**config.mk**
```make
export PLATFORM = sky130hd
export DESIGN_NAME = store_buffer
export DESIGN_NICKNAME = d
export VERILOG_FILES = /design/src/rtl/store_buffer.sv
export SDC_FILE = /design/constraint.sdc
export NUM_CORES = 1
export LEC_CHECK = 0
export CAP_MARGIN = 20
export CORE_UTILIZATION = 30
export DETAILED_ROUTE_END_ITERATION = 10
export HOLD_SLACK_MARGIN = 0.12
export PLACE_DENSITY = 0.51
export SLEW_MARGIN = 20
export SYNTH_ARGS = -nofsm -noshare
export SYNTH_HDL_FRONTEND = slang
export SYNTH_SLANG_ARGS = --single-unit
```
**constraint.sdc**
```tcl
create_clock -name clk -period 3 [get_ports clk]
set_clock_uncertainty 0.2 [all_clocks]
set_input_delay 0.9 -clock clk [delete_from_list [all_inputs] [get_ports clk]]
set_output_delay 0.9 -clock clk [all_outputs]
set_load 0.01 [all_outputs]
```
**src/rtl/store_buffer.sv**
```systemverilog
// -----------------------------------------------------------------------------
// store_buffer
//
// In-order CPU store buffer. Stores that pass the alignment check are
// converted into word-aligned memory writes (lane-replicated data plus byte
// enables) and queued in a small circular FIFO. The head entry is presented
// to memory until acknowledged. A load-address probe reports whether any
// queued store targets the same 32-bit word.
//
// Ports
//   clk        : clock, all state changes on the rising edge
//   reset      : asynchronous active-low reset
//   st_valid   : store request from the CPU
//   st_ready   : buffer has room for a store (count != DEPTH)
//   st_addr    : store byte address
//   st_size    : 00 byte, 01 half, 10 word, 11 reserved
//   st_wdata   : store data, right-justified
//   st_exc     : current store request is misaligned or has a reserved size
//   mem_req    : head entry is valid toward memory
//   mem_addr   : head word address (low two bits always zero)
//   mem_wdata  : head lane-replicated write data
//   mem_byteen : head byte enables, bit i = byte lane i
//   mem_ack    : memory accepted the head entry
//   ld_addr    : load address for the hazard check
//   ld_hit     : a queued store targets the word holding ld_addr
//   count      : number of occupied entries
//   empty      : count == 0
// -----------------------------------------------------------------------------
module store_buffer #(
  parameter int ADDR_W = 32,
  parameter int DEPTH  = 4
) (
  input  logic                     clk,
  input  logic                     reset,
  input  logic                     st_valid,
  output logic                     st_ready,
  input  logic [ADDR_W-1:0]        st_addr,
  input  logic [1:0]               st_size,
  input  logic [31:0]              st_wdata,
  output logic                     st_exc,
  output logic                     mem_req,
  output logic [ADDR_W-1:0]        mem_addr,
  output logic [31:0]              mem_wdata,
  output logic [3:0]               mem_byteen,
  input  logic                     mem_ack,
  input  logic [ADDR_W-1:0]        ld_addr,
  output logic                     ld_hit,
  output logic [$clog2(DEPTH):0]   count,
  output logic                     empty
);

  localparam int PW = $clog2(DEPTH);
  localparam int CW = PW + 1;
  localparam int WW = ADDR_W - 2;  // word-address width

  // Entry storage. Only the valid bits need reset; payload is qualified by them.
  logic [WW-1:0]    addr_mem [DEPTH];
  logic [31:0]      data_mem [DEPTH];
  logic [3:0]       be_mem   [DEPTH];
  logic [DEPTH-1:0] valid_reg;

  logic [PW-1:0] wr_ptr_reg, wr_ptr_next;
  logic [PW-1:0] rd_ptr_reg, rd_ptr_next;
  logic [CW-1:0] count_reg, count_next;

  logic       misaligned;
  logic       enq;
  logic       deq;
  logic       full;
  logic [3:0] new_be;
  logic [31:0] new_data;
  logic [DEPTH-1:0] hit_vec;

  // ---------------------------------------------------------------------------
  // Store request decode
  // ---------------------------------------------------------------------------
  always_comb begin
    misaligned = 1'b0;
    unique case (st_size)
      2'b00:   misaligned = 1'b0;
      2'b01:   misaligned = st_addr[0];
      2'b10:   misaligned = |st_addr[1:0];
      default: misaligned = 1'b1;  // reserved size always faults
    endcase
  end

  assign st_exc = st_valid & misaligned;

  always_comb begin
    new_be   = 4'b1111;
    new_data = st_wdata;
    unique case (st_size)
      2'b00: begin
        new_be   = 4'b0001 << st_addr[1:0];
        new_data = {4{st_wdata[7:0]}};
      end
      2'b01: begin
        new_be   = st_addr[1] ? 4'b1100 : 4'b0011;
        new_data = {2{st_wdata[15:0]}};
      end
      default: begin
        new_be   = 4'b1111;
        new_data = st_wdata;
      end
    endcase
  end

  // ---------------------------------------------------------------------------
  // Occupancy and handshakes. Full blocks enqueue even when the head is
  // leaving in the same cycle; readiness depends only on count.
  // ---------------------------------------------------------------------------
  assign full     = (count_reg == CW'(DEPTH));
  assign empty    = (count_reg == '0);
  assign st_ready = ~full;
  assign count    = count_reg;
  assign mem_req  = ~empty;

  assign enq = st_valid & st_ready & ~st_exc;
  assign deq = mem_req & mem_ack;

  always_comb begin
    wr_ptr_next = wr_ptr_reg;
    rd_ptr_next = rd_ptr_reg;
    count_next  = count_reg;
    if (enq) begin
      wr_ptr_next = wr_ptr_reg + 1'b1;  // DEPTH is a power of two: natural wrap
    end
    if (deq) begin
      rd_ptr_next = rd_ptr_reg + 1'b1;
    end
    unique case ({enq, deq})
      2'b10:   count_next = count_reg + 1'b1;
      2'b01:   count_next = count_reg - 1'b1;
      default: count_next = count_reg;
    endcase
  end

  always_ff @(posedge clk or negedge reset) begin
    if (!reset) begin
      wr_ptr_reg <= '0;
      rd_ptr_reg <= '0;
      count_reg  <= '0;
    end else begin
      wr_ptr_reg <= wr_ptr_next;
      rd_ptr_reg <= rd_ptr_next;
      count_reg  <= count_next;
    end
  end

  // Payload write port
  always_ff @(posedge clk) begin
    if (enq) begin
      addr_mem[wr_ptr_reg] <= st_addr[ADDR_W-1:2];
      data_mem[wr_ptr_reg] <= new_data;
      be_mem[wr_ptr_reg]   <= new_be;
    end
  end

  // ---------------------------------------------------------------------------
  // Per-entry valid bits and hazard compare. An entry being written this cycle
  // is not yet valid, so it never hits; the entry leaving this cycle still does.
  // Enqueue and dequeue can never target the same slot in one cycle: equal
  // pointers while not full means empty, which blocks dequeue.
  // ---------------------------------------------------------------------------
  for (genvar gi = 0; gi < DEPTH; gi++) begin : g_entry
    logic valid_next;

    always_comb begin
      valid_next = valid_reg[gi];
      if (enq && (wr_ptr_reg == PW'(gi))) begin
        valid_next = 1'b1;
      end else if (deq && (rd_ptr_reg == PW'(gi))) begin
        valid_next = 1'b0;
      end
    end

    always_ff @(posedge clk or negedge reset) begin
      if (!reset) begin
        valid_reg[gi] <= 1'b0;
      end else begin
        valid_reg[gi] <= valid_next;
      end
    end

    assign hit_vec[gi] = valid_reg[gi] && (addr_mem[gi] == ld_addr[ADDR_W-1:2]);
  end

  assign ld_hit = |hit_vec;

  // ---------------------------------------------------------------------------
  // Head outputs, forced to zero while empty so reset clears them at once.
  // ---------------------------------------------------------------------------
  always_comb begin
    mem_addr   = '0;
    mem_wdata  = '0;
    mem_byteen = '0;
    if (!empty) begin
      mem_addr   = {addr_mem[rd_ptr_reg], 2'b00};
      mem_wdata  = data_mem[rd_ptr_reg];
      mem_byteen = be_mem[rd_ptr_reg];
    end
  end

endmodule

```
== After elaboration in Yosys (flattened, before gate mapping) ==
Memory sizes are Yosys's and may differ from the RTL's.
Cells that the tools add are included.
Widths: inputs -> output; s select.

* Latch bits: 0
* Bits in read-only memories: 0
* RAM bits: 264
* Memories kept: 3
* Bits in registers: 11

{| class="wikitable"
|+ Memory list
! name !! depth !! width !! rd ports !! clocked after Yosys merged registers in !! write ports !! line !! text
|-
| data_mem || 4 || 32 || 1 || 0 || 1 || 58 || <nowiki>logic [31:0] data_mem [DEPTH];</nowiki>
|-
| addr_mem || 4 || 30 || 5 || 0 || 1 || 57 || <nowiki>logic [WW-1:0] addr_mem [DEPTH];</nowiki>
|-
| be_mem || 4 || 4 || 1 || 0 || 1 || 59 || <nowiki>logic [3:0] be_mem [DEPTH];</nowiki>
|}

* Order comparisons: 0
* Bitwise logic cells: 7
* Shifts and indexed selects: 1
* Reduce and logical (&&, ||, !) cells: 23
* $add $sub $neg: 4
* Muxes and demuxes: 18
* Equality and inequality tests: 15
* Divide/modulo/power cells: 0
* Multiply operators: 0

{| class="wikitable"
|+ Operator list
! kind !! count
|-
| $eq 30x30->1 || 4
|-
| $mux 32 || 2
|-
| $pmux 32 s2 || 1
|-
| $eq 2x2->1 const B || 6
|-
| $logic_and 1x1->1 || 12
|-
| $mux 1 || 10
|-
| $reduce_bool 2->1 || 5
|-
| $eq 2x1->1 const B || 4
|-
| $mux 4 || 2
|-
| $pmux 4 s2 || 1
|-
| $logic_not 2->1 || 3
|-
| $pmux 3 s2 || 1
|-
| $add 2x1->2 const B || 2
|-
| $and 1x1->1 || 4
|-
| $reduce_or 4->1 || 1
|-
| $shl 1x2->4 const A || 1
|-
| $add 3x1->3 const B || 1
|-
| $eq 3x3->1 const B || 1
|-
| $logic_not 3->1 || 1
|-
| $not 1->1 || 3
|-
| $pmux 1 s3 || 1
|-
| $sub 3x1->3 const B || 1
|-
| $reduce_or 2->1 || 1
|}

== Logic depth before layout (Yosys ltp) ==
Gate-level depths: netlist of run 1.

* Depth after elaboration: 7
* Mapped depth: 11
* Gate-level depth less buffers: 10

== Worst setup path after synthesis of run 1 ==
Ideal clock, no wire load.

* Path kind: input port to flip-flop
* Start: in st_size[0]
* End: mem addr_mem[0][0] (netlist bit), enable pin
* Setup slack: -760 ps
* Arrival: 3128 ps
* Data required time: 2368 ps
* Cell stages on the path: 5
* Path buffers: 1
* Path through: o21a_1 -> o221ai_1 -> and3_1 -> buf_2 -> and2_1

* Word-level cells in the longest chain between the ends: 7
* Elaborated cells between the ends (all ways): 9
* Those cells by class: eq/ne (2); mux (3); bitwise (3); reduce/logical (1)

{| class="wikitable"
|+ Ends and longest elaborated chain
! item !! line !! text
|-
| from (decl) || 38 || <nowiki>input logic [1:0] st_size,</nowiki>
|-
| $eq 2x2->1 (tied with other cells) || 79 || <nowiki>unique case (st_size)</nowiki>
|-
| $pmux 1 s3 (*) || 79 ||
|-
| $and 1x1->1 (*) || 87 || <nowiki>assign st_exc = st_valid & misaligned;</nowiki>
|-
| $not 1->1 (*) || 118 || <nowiki>assign enq = st_valid & st_ready & ~st_exc;</nowiki>
|-
| $and 1x1->1 (*) || 118 ||
|-
| $mux 1 (*) || 152 || <nowiki>if (enq) begin</nowiki>
|-
| $mux 1 (not written as such) (*) || 153 || <nowiki>addr_mem[wr_ptr_reg] <= st_addr[ADDR_W-1:2];</nowiki>
|-
| to (decl) || 57 ||
|}

Mark *: on every way between the ends. The rest lies on a longest branch, timed or not.

== Worst setup path in the final report of run 1 ==
* Start: reg rd_ptr_reg[0]
* End: out mem_addr[20]

* Word-level cells in the longest chain between the ends: 2

{| class="wikitable"
|+ Ends and longest elaborated chain
! item !! line !! text
|-
| from (decl) || 63 || <nowiki>logic [PW-1:0] rd_ptr_reg, rd_ptr_next;</nowiki>
|-
| from (signal assigned) || 145 || <nowiki>rd_ptr_reg <= rd_ptr_next;</nowiki>
|-
| $mem_v2 4x30 || n/a ||
|-
| $mux 32 || 197 || <nowiki>if (!empty) begin</nowiki>
|-
| to (decl) || 42 || <nowiki>output logic [ADDR_W-1:0] mem_addr,</nowiki>
|}

Every way passes these cells.

==> flow_summary_export.csv, run 1 <==
group,metric,value,unit
clocking,clock_tree.htree_level_count,1,
floorplan,placementRows,74,
finish,drive_gt1_frac,0.436,
global_routing,grt_first_pass_wirelength,51000,µm
finish,design.final.nets,1084,
detailed_routing,detail_route.first_pass.iterations,4,
floorplan,ioPinCount,178,
synth,synth_seq_area_share,0.661,
clocking,cts_made_buffers,31,
clocking,clk_root_buffer_cell,"clkbuf_16",
floorplan,fp.coreArea,40800,µm²
critical_path,end_kind,"primary output",
critical_path,required,1.90,ns
power_and_ir_drop,power.density,933,nW/µm²
detailed_routing,viasPerCell,4.72,
timing,min_period_over_period,1.09,
clocking,cts.path.max_buffers,3,
status,status,"finished with violations",
floorplan,start_util,0.304,
placement,port_buffers,173,
status,failed_checks,"setup timing",
synth,primary_flip_flop_cell_chosen_by_synthesis_mapping,"edfxtp_1",
min_path,worst_hold_path_type,"flop to flop",
timing,rsz0062_at_grt,"true",
timing,report.final.slew_viol_count,0,
synth,synth.lib_cells_used.distinct,32,
clocking,postCtsHoldBufs,0,
clocking,clk_pin_slew_worst_paths,0.06,ns
global_routing,grt_pass1_vias,7678,
clocking,tritoncts,"built",
timing,worst_slack,-0.279,ns
timing,setup-violations-final,67,
synth,synth.cells.most_frequent,"edfxtp_1, xnor2_1, and2_1",
finish,number_of_flip_flops_under_the_largest_register_name,128,
critical_path,criticalPathCategory,"flop to primary output",
placement,finalWeightedCongestion,0.835,
critical_path,critPathArrivalTime,2.18,ns
placement,dp_slack,-1.21,ns
detailed_routing,drtIter0Drc,386,
global_routing,pin_count_of_the_biggest_net_entering_global_routing,37,
finish,area_growth_syn_to_layout,39.0,%
power_and_ir_drop,ir_worst_vdd,537,µV
critical_path,cp-start-kind,"flop",
clocking,clock_sink_count,275,
timing,crit_path_time_final,3.28,ns
timing,max_slew.worst_pin.slew,0.749,ns
floorplan,die_area,42200,µm²
finish,reg.largest.list,"data_mem x128, addr_mem x120, be_mem x16",
clocking,clk-insertion-delay-late,0.55,ns
synth,ys_ff_latch,275,
global_routing,number_of_antenna_violations_at_the_first_check_in_global_routing,1,
timing,max_freq,0.305,GHz
synth,proportion_of_netlist_area_held_by_the_largest_area_contributor,0.638,
synth,synth.avg_cell_area,17.4,µm²
detailed_routing,wl_per_cell,23.1,µm
global_routing,total_congestion_overflow_after_global_routing,0,
critical_path,path_max_fanout,6,
synth,synth.top_cells.by_area,"edfxtp_1, mux4_2, xnor2_1",
placement,dp_cells,1449,
detailed_routing,drc,0,
synth,synth_most_common_cell,"edfxtp_1",
synth,synth_top_cell_by_area,"edfxtp_1",
synth,asyncSetResetFlopFracSynth,0.0400,
global_routing,global_route.usage.total,0.168,
power_and_ir_drop,report.power.total,16.1,mW
finish,post_layout_nonfiller_instances,1529,
synth,syn_area,12400,µm²
floorplan,die_width,205,µm
detailed_routing,ant_nets,0,
synth,yosysWarningCount,0,
run,max_cap_viol_count,0,
timing,final_hold_viols,0,
timing,timing.slew.headroom,0.499,
synth,netlist_instances,712,
floorplan,die_h,205,µm
placement,post-dp-hpwl,23600,µm
detailed_routing,final_routed_wirelength,35300,µm
power_and_ir_drop,cellLeakagePower,6.19,nW
synth,number_of_enable_flip_flop_cells_after_synthesis,264,
finish,max_flop_register,"data_mem",
detailed_routing,dr_total_vias,7211,
-- critical path, cell delays in order (launching register included) --
cell and delay, ns:
dfrtp_4 0.52, buf_8 0.17, buf_16 0.14, buf_6 0.11, mux4_2 0.42, and2_4 0.16
buf_6 0.11
-- kinds of logic after synthesis --
kind of cell	Yosys count	synth area share
flip-flops	275	0.661
adder cells (fa/ha/maj)	10	0.0107
other	1	0.000302
XOR/XNOR	125	0.0882
AO/OA/AOI/OAI	20	0.0102
buffers and inverters	57	0.0252
AND/OR/NAND/NOR	133	0.0635
multiplexers	91	0.141
-- final timing paths --
check / from / endpoint / slack (ns) / depth (start not counted)
setup / recovery: rd_ptr_reg[0] / mem_addr[20] / -0.28 / 6
hold / removal: valid_reg[1] / valid_reg[1] / 0.34 / 1
setup reg to reg: count[1] / count[2] / 0.56 / 10
hold reg to reg: valid_reg[1] / valid_reg[1] / 0.34 / 1
max in group asynchronous: reset / rd_ptr_reg[0] / 1.63 / 1
min in group asynchronous: reset / count[1] / 0.53 / 1
-- where the power goes --
part | switching (mW) | internal, mW
Sequential | 0.282 | 4.92
Clock | 1.47 | 2.13
Combinational | 3.06 | 4.24
Total | 4.82 | 11.3
-- through the flow --
stage          hold slack (ns)   util  TNS, ns  cell area (µm²)
5_1_grt                  0.353  0.423   -17.31            17300
4_1_cts                  0.332  0.415   -15.33            16900
6_report                 0.336  0.423   -12.61            17300
2_1_floorplan            0.249      -    -8.49            12400
3_5_place_dp             0.314  0.376   -43.91            15400
3_3_place_gp             0.309  0.376   -46.15            15400
-- layer usage --
metal / vias up / part of all wire / global-route usage
li1: 3236 / - / -
met1: 3700 / 0.42 / 0.220
met2: 234 / 0.50 / 0.288
met3: 41 / 0.060 / 0.0290
met4: 0 / 0.022 / 0.0421
met5: - / 0 / 0
-- cells in the final DEF, fill, tap and decap left out, types with 4 or more instances in the layout --
| cell type | n |
|---|---|
| buf_2 | 27 |
| buf_16 | 8 |
| mux4_2 | 66 |
| mux2i_1 | 9 |
| clkbuf_1 | 5 |
| clkbuf_2 | 5 |
| inv_1 | 10 |
| a21o_1 | 6 |
| edfxtp_1 | 264 |
| and2_4 | 63 |
| clkdlybuf4s50_1 | 70 |
| clkbuf_16 | 32 |
| mux2_2 | 16 |
| nand4_1 | 25 |
| xnor2_1 | 43 |
| dfrtp_1 | 9 |
| buf_4 | 59 |
| nor4_1 | 7 |
| xnor2_4 | 6 |
| nor4_2 | 9 |
| buf_6 | 68 |
| buf_12 | 25 |
| ha_1 | 9 |
| clkinv_2 | 4 |
| and2_1 | 8 |
| xor2_1 | 46 |
| clkinv_1 | 11 |
| o21ai_0 | 9 |
| xnor2_2 | 30 |
| nand2_1 | 14 |
-- timing repair --
| item | in CTS | in global routing |
|---|---|---|
| setup buffers | 13 | 3 |
| pin swaps | 107 | 26 |
| gates resized for setup | 533 | 82 |
| endpoints found under the setup margin | 70 | 69 |
| cloned | 8 | 1 |
-- cell type report --
| type | instances | area, µm² |
|---|---|---|
| fill | 3735 | 23600 |
| sequential | 275 | 8210 |
| multi-input combinational | 381 | 4470 |
| timing repair buffer | 272 | 2910 |
| clock buffer | 36 | 795 |
| tap | 532 | 666 |
| clock inverter | 20 | 166 |
| inverter | 11 | 41.3 |
| antenna | 2 | 5.00 |
No activity file was read; power rests on OpenSTA's default activity.
==> run 2, diff against run 1 <==
--- a/config.mk
+++ b/config.mk
@@ -8,8 +8,9 @@
 export CAP_MARGIN = 20
 export CORE_UTILIZATION = 30
 export DETAILED_ROUTE_END_ITERATION = 10
+export DONT_BUFFER_PORTS = 1
 export HOLD_SLACK_MARGIN = 0.12
-export PLACE_DENSITY = 0.51
+export PLACE_DENSITY = 0.45
 export SLEW_MARGIN = 20
 export SYNTH_ARGS = -nofsm -noshare
 export SYNTH_HDL_FRONTEND = slang
==> flow_summary_export.csv, run 2 (synthesized netlist as in run 1, its figures left out) <==
group,metric,value,unit
global_routing,global_route.usage.total,0.162,
timing,max_freq,0.309,GHz
global_routing,number_of_antenna_violations_at_the_first_check_in_global_routing,1,
clocking,clock_sink_count,275,
power_and_ir_drop,power.density,950,nW/µm²
finish,reg.largest.list,"data_mem x128, addr_mem x120, be_mem x16",
clocking,clock_tree.htree_level_count,1,
status,failed_checks,"setup timing",
floorplan,fp.coreArea,40800,µm²
power_and_ir_drop,cellLeakagePower,4.95,nW
detailed_routing,detail_route.first_pass.iterations,4,
clocking,clk_root_buffer_cell,"clkbuf_16",
timing,whs,0.232,ns
min_path,hp-start,"st_addr[29]",
critical_path,path_max_fanout,2,
critical_path,reg2reg_setup_slack,0.44,ns
timing,report.final.slew_viol_count,0,
finish,finish.utilization,0.365,
detailed_routing,final_routed_wirelength,34400,µm
floorplan,die_area,42200,µm²
clocking,clk-insertion-delay-late,0.56,ns
timing,max_slew.worst_pin.slew,0.568,ns
min_path,whs_endpoint,"addr_mem[0][27]",
placement,dp_slack,-0.192,ns
critical_path,rr_worst_depth,8,
global_routing,grt_first_pass_wirelength,49200,µm
critical_path,criticalPathCategory,"flop to primary output",
finish,mostFrequentLayoutCell,"edfxtp_1",
floorplan,start_util,0.304,
detailed_routing,dr_total_vias,6302,
detailed_routing,wl_per_cell,26.4,µm
finish,final_cell_mix,"edfxtp_1, and2_4, xnor2_1, mux4_2, xor2_1",
floorplan,die_width,205,µm
finish,max_flop_register,"data_mem",
placement,post-dp-hpwl,22600,µm
placement,port_buffers,0,
detailed_routing,viasPerCell,4.83,
floorplan,placementRows,74,
critical_path,critPathArrivalTime,2.14,ns
finish,fillCellCount,3792,
clocking,cts.path.max_buffers,3,
finish,drive_gt1_frac,0.339,
global_routing,pin_count_of_the_biggest_net_entering_global_routing,39,
placement,finalWeightedCongestion,0.817,
status,status,"finished with violations",
detailed_routing,drtIter0Drc,327,
clocking,clk_pin_slew_worst_paths,0.06,ns
power_and_ir_drop,ir_worst_vdd,573,µV
power_and_ir_drop,switchingPower,4.39,mW
clocking,cts_made_buffers,31,
min_path,worst_hold_path_type,"input pin to flop",
floorplan,die_h,205,µm
timing,timing.slew.headroom,0.617,
power_and_ir_drop,report.power.total,14.2,mW
power_and_ir_drop,cell_internal_pwr,9.77,mW
power_and_ir_drop,share_seq_of_total_power,0.368,
finish,design.final.nets,861,
global_routing,total_congestion_overflow_after_global_routing,0,
run,max_cap_viol_count,0,
timing,rsz0062_at_grt,"true",
finish,final_design_area_no_fill,14900,µm²
finish,number_of_flip_flops_under_the_largest_register_name,128,
timing,min_period_over_period,1.08,
timing,setup-violations-final,67,
timing,final_hold_viols,0,
floorplan,ioPinCount,178,
timing,worst_slack,-0.239,ns
finish,antenna_cells,0,
critical_path,end_kind,"primary output",
detailed_routing,drc,0,
global_routing,grt_pass1_vias,7033,
timing,crit_path_time_final,3.24,ns
detailed_routing,ant_nets,0,
placement,postPlaceCellArea,13300,µm²
clocking,tritoncts,"built",
critical_path,regToRegEndpoint,"count[2]",
finish,area_growth_syn_to_layout,19.9,%
critical_path,required,1.90,ns
critical_path,startpoint_of_the_worst_register_to_register_path,"count[2]",
critical_path,cp-start-kind,"flop",
min_path,hold-path-cell-count,0,
power_and_ir_drop,clock_power_share,0.250,
power_and_ir_drop,power_switching_share,0.310,
power_and_ir_drop,fraction_of_power_consumed_by_combinational_cells,0.381,
[run 2: critical path, stage by stage, from the launching register on]
cell      delay (ns)
edfxtp_1        0.41
xnor2_1         0.23
buf_4           0.17
nand4_1         0.18
nor4_1          0.25
nand4_1         0.14
nand4_1         0.20
[run 2: how the worst max path moves through the flow]
stage / start / end / cells past startpoint
finish: addr_mem[0][21] / ld_hit / 6
global placement: ld_addr[3] / ld_hit / 6
detailed placement: ld_addr[3] / ld_hit / 6
global route: addr_mem[0][25] / ld_hit / 7
CTS: addr_mem[0][21] / ld_hit / 6
floorplan: st_size[0] / addr_mem[0][0] / 5
[run 2: power groups by stage]
stage | clock network (mW) | registers, mW | logic (mW)
final | 3.55 | 5.21 | 5.40
after global routing | 3.76 | 5.27 | 5.78
after CTS | 3.64 | 5.21 | 5.41
after detailed placement | 0 | 5.32 | 4.22
after global placement | 0 | 5.27 | 4.21
after floorplan | 0 | 5.19 | 3.06
[run 2: routing by layer]
| layer | wire length, µm | vias up | track usage |
|---|---|---|---|
| met3 | 2740 | 48 | 0.0550 |
| met5 | 12 | - | 0 |
| met4 | 712 | 2 | 0.0339 |
| met2 | 17400 | 201 | 0.282 |
| met1 | 13600 | 3256 | 0.195 |
| li1 | - | 2795 | - |
[run 2: per-stage QoR]
stage | TNS (ns) | instances
global route | -12.56 | 1304
floorplan | -8.49 | 713
CTS | -11.54 | 1299
global placement | -0.228 | 1230
detailed placement | -0.192 | 1230
finish | -8.11 | 1304
[run 2: area by class of cell]
cell class	instances	area, µm²	share of cell area
clock buffer	38	802	0.0538
clock inverter	18	138	0.00924
inverter	11	41.3	0.00277
multi-input combinational	381	4200	0.282
sequential	275	8210	0.551
tap	532	666	0.0447
timing repair buffer	49	836	0.0561
[run 2: timing repair]
item	in CTS	in global routing
pin swaps	1	30
gates cloned	6	4
endpoints found under the setup margin	68	68
resized for setup	94	9
hold buffers	1	0
hold endpoints to repair	11	0
setup buffers	6	1
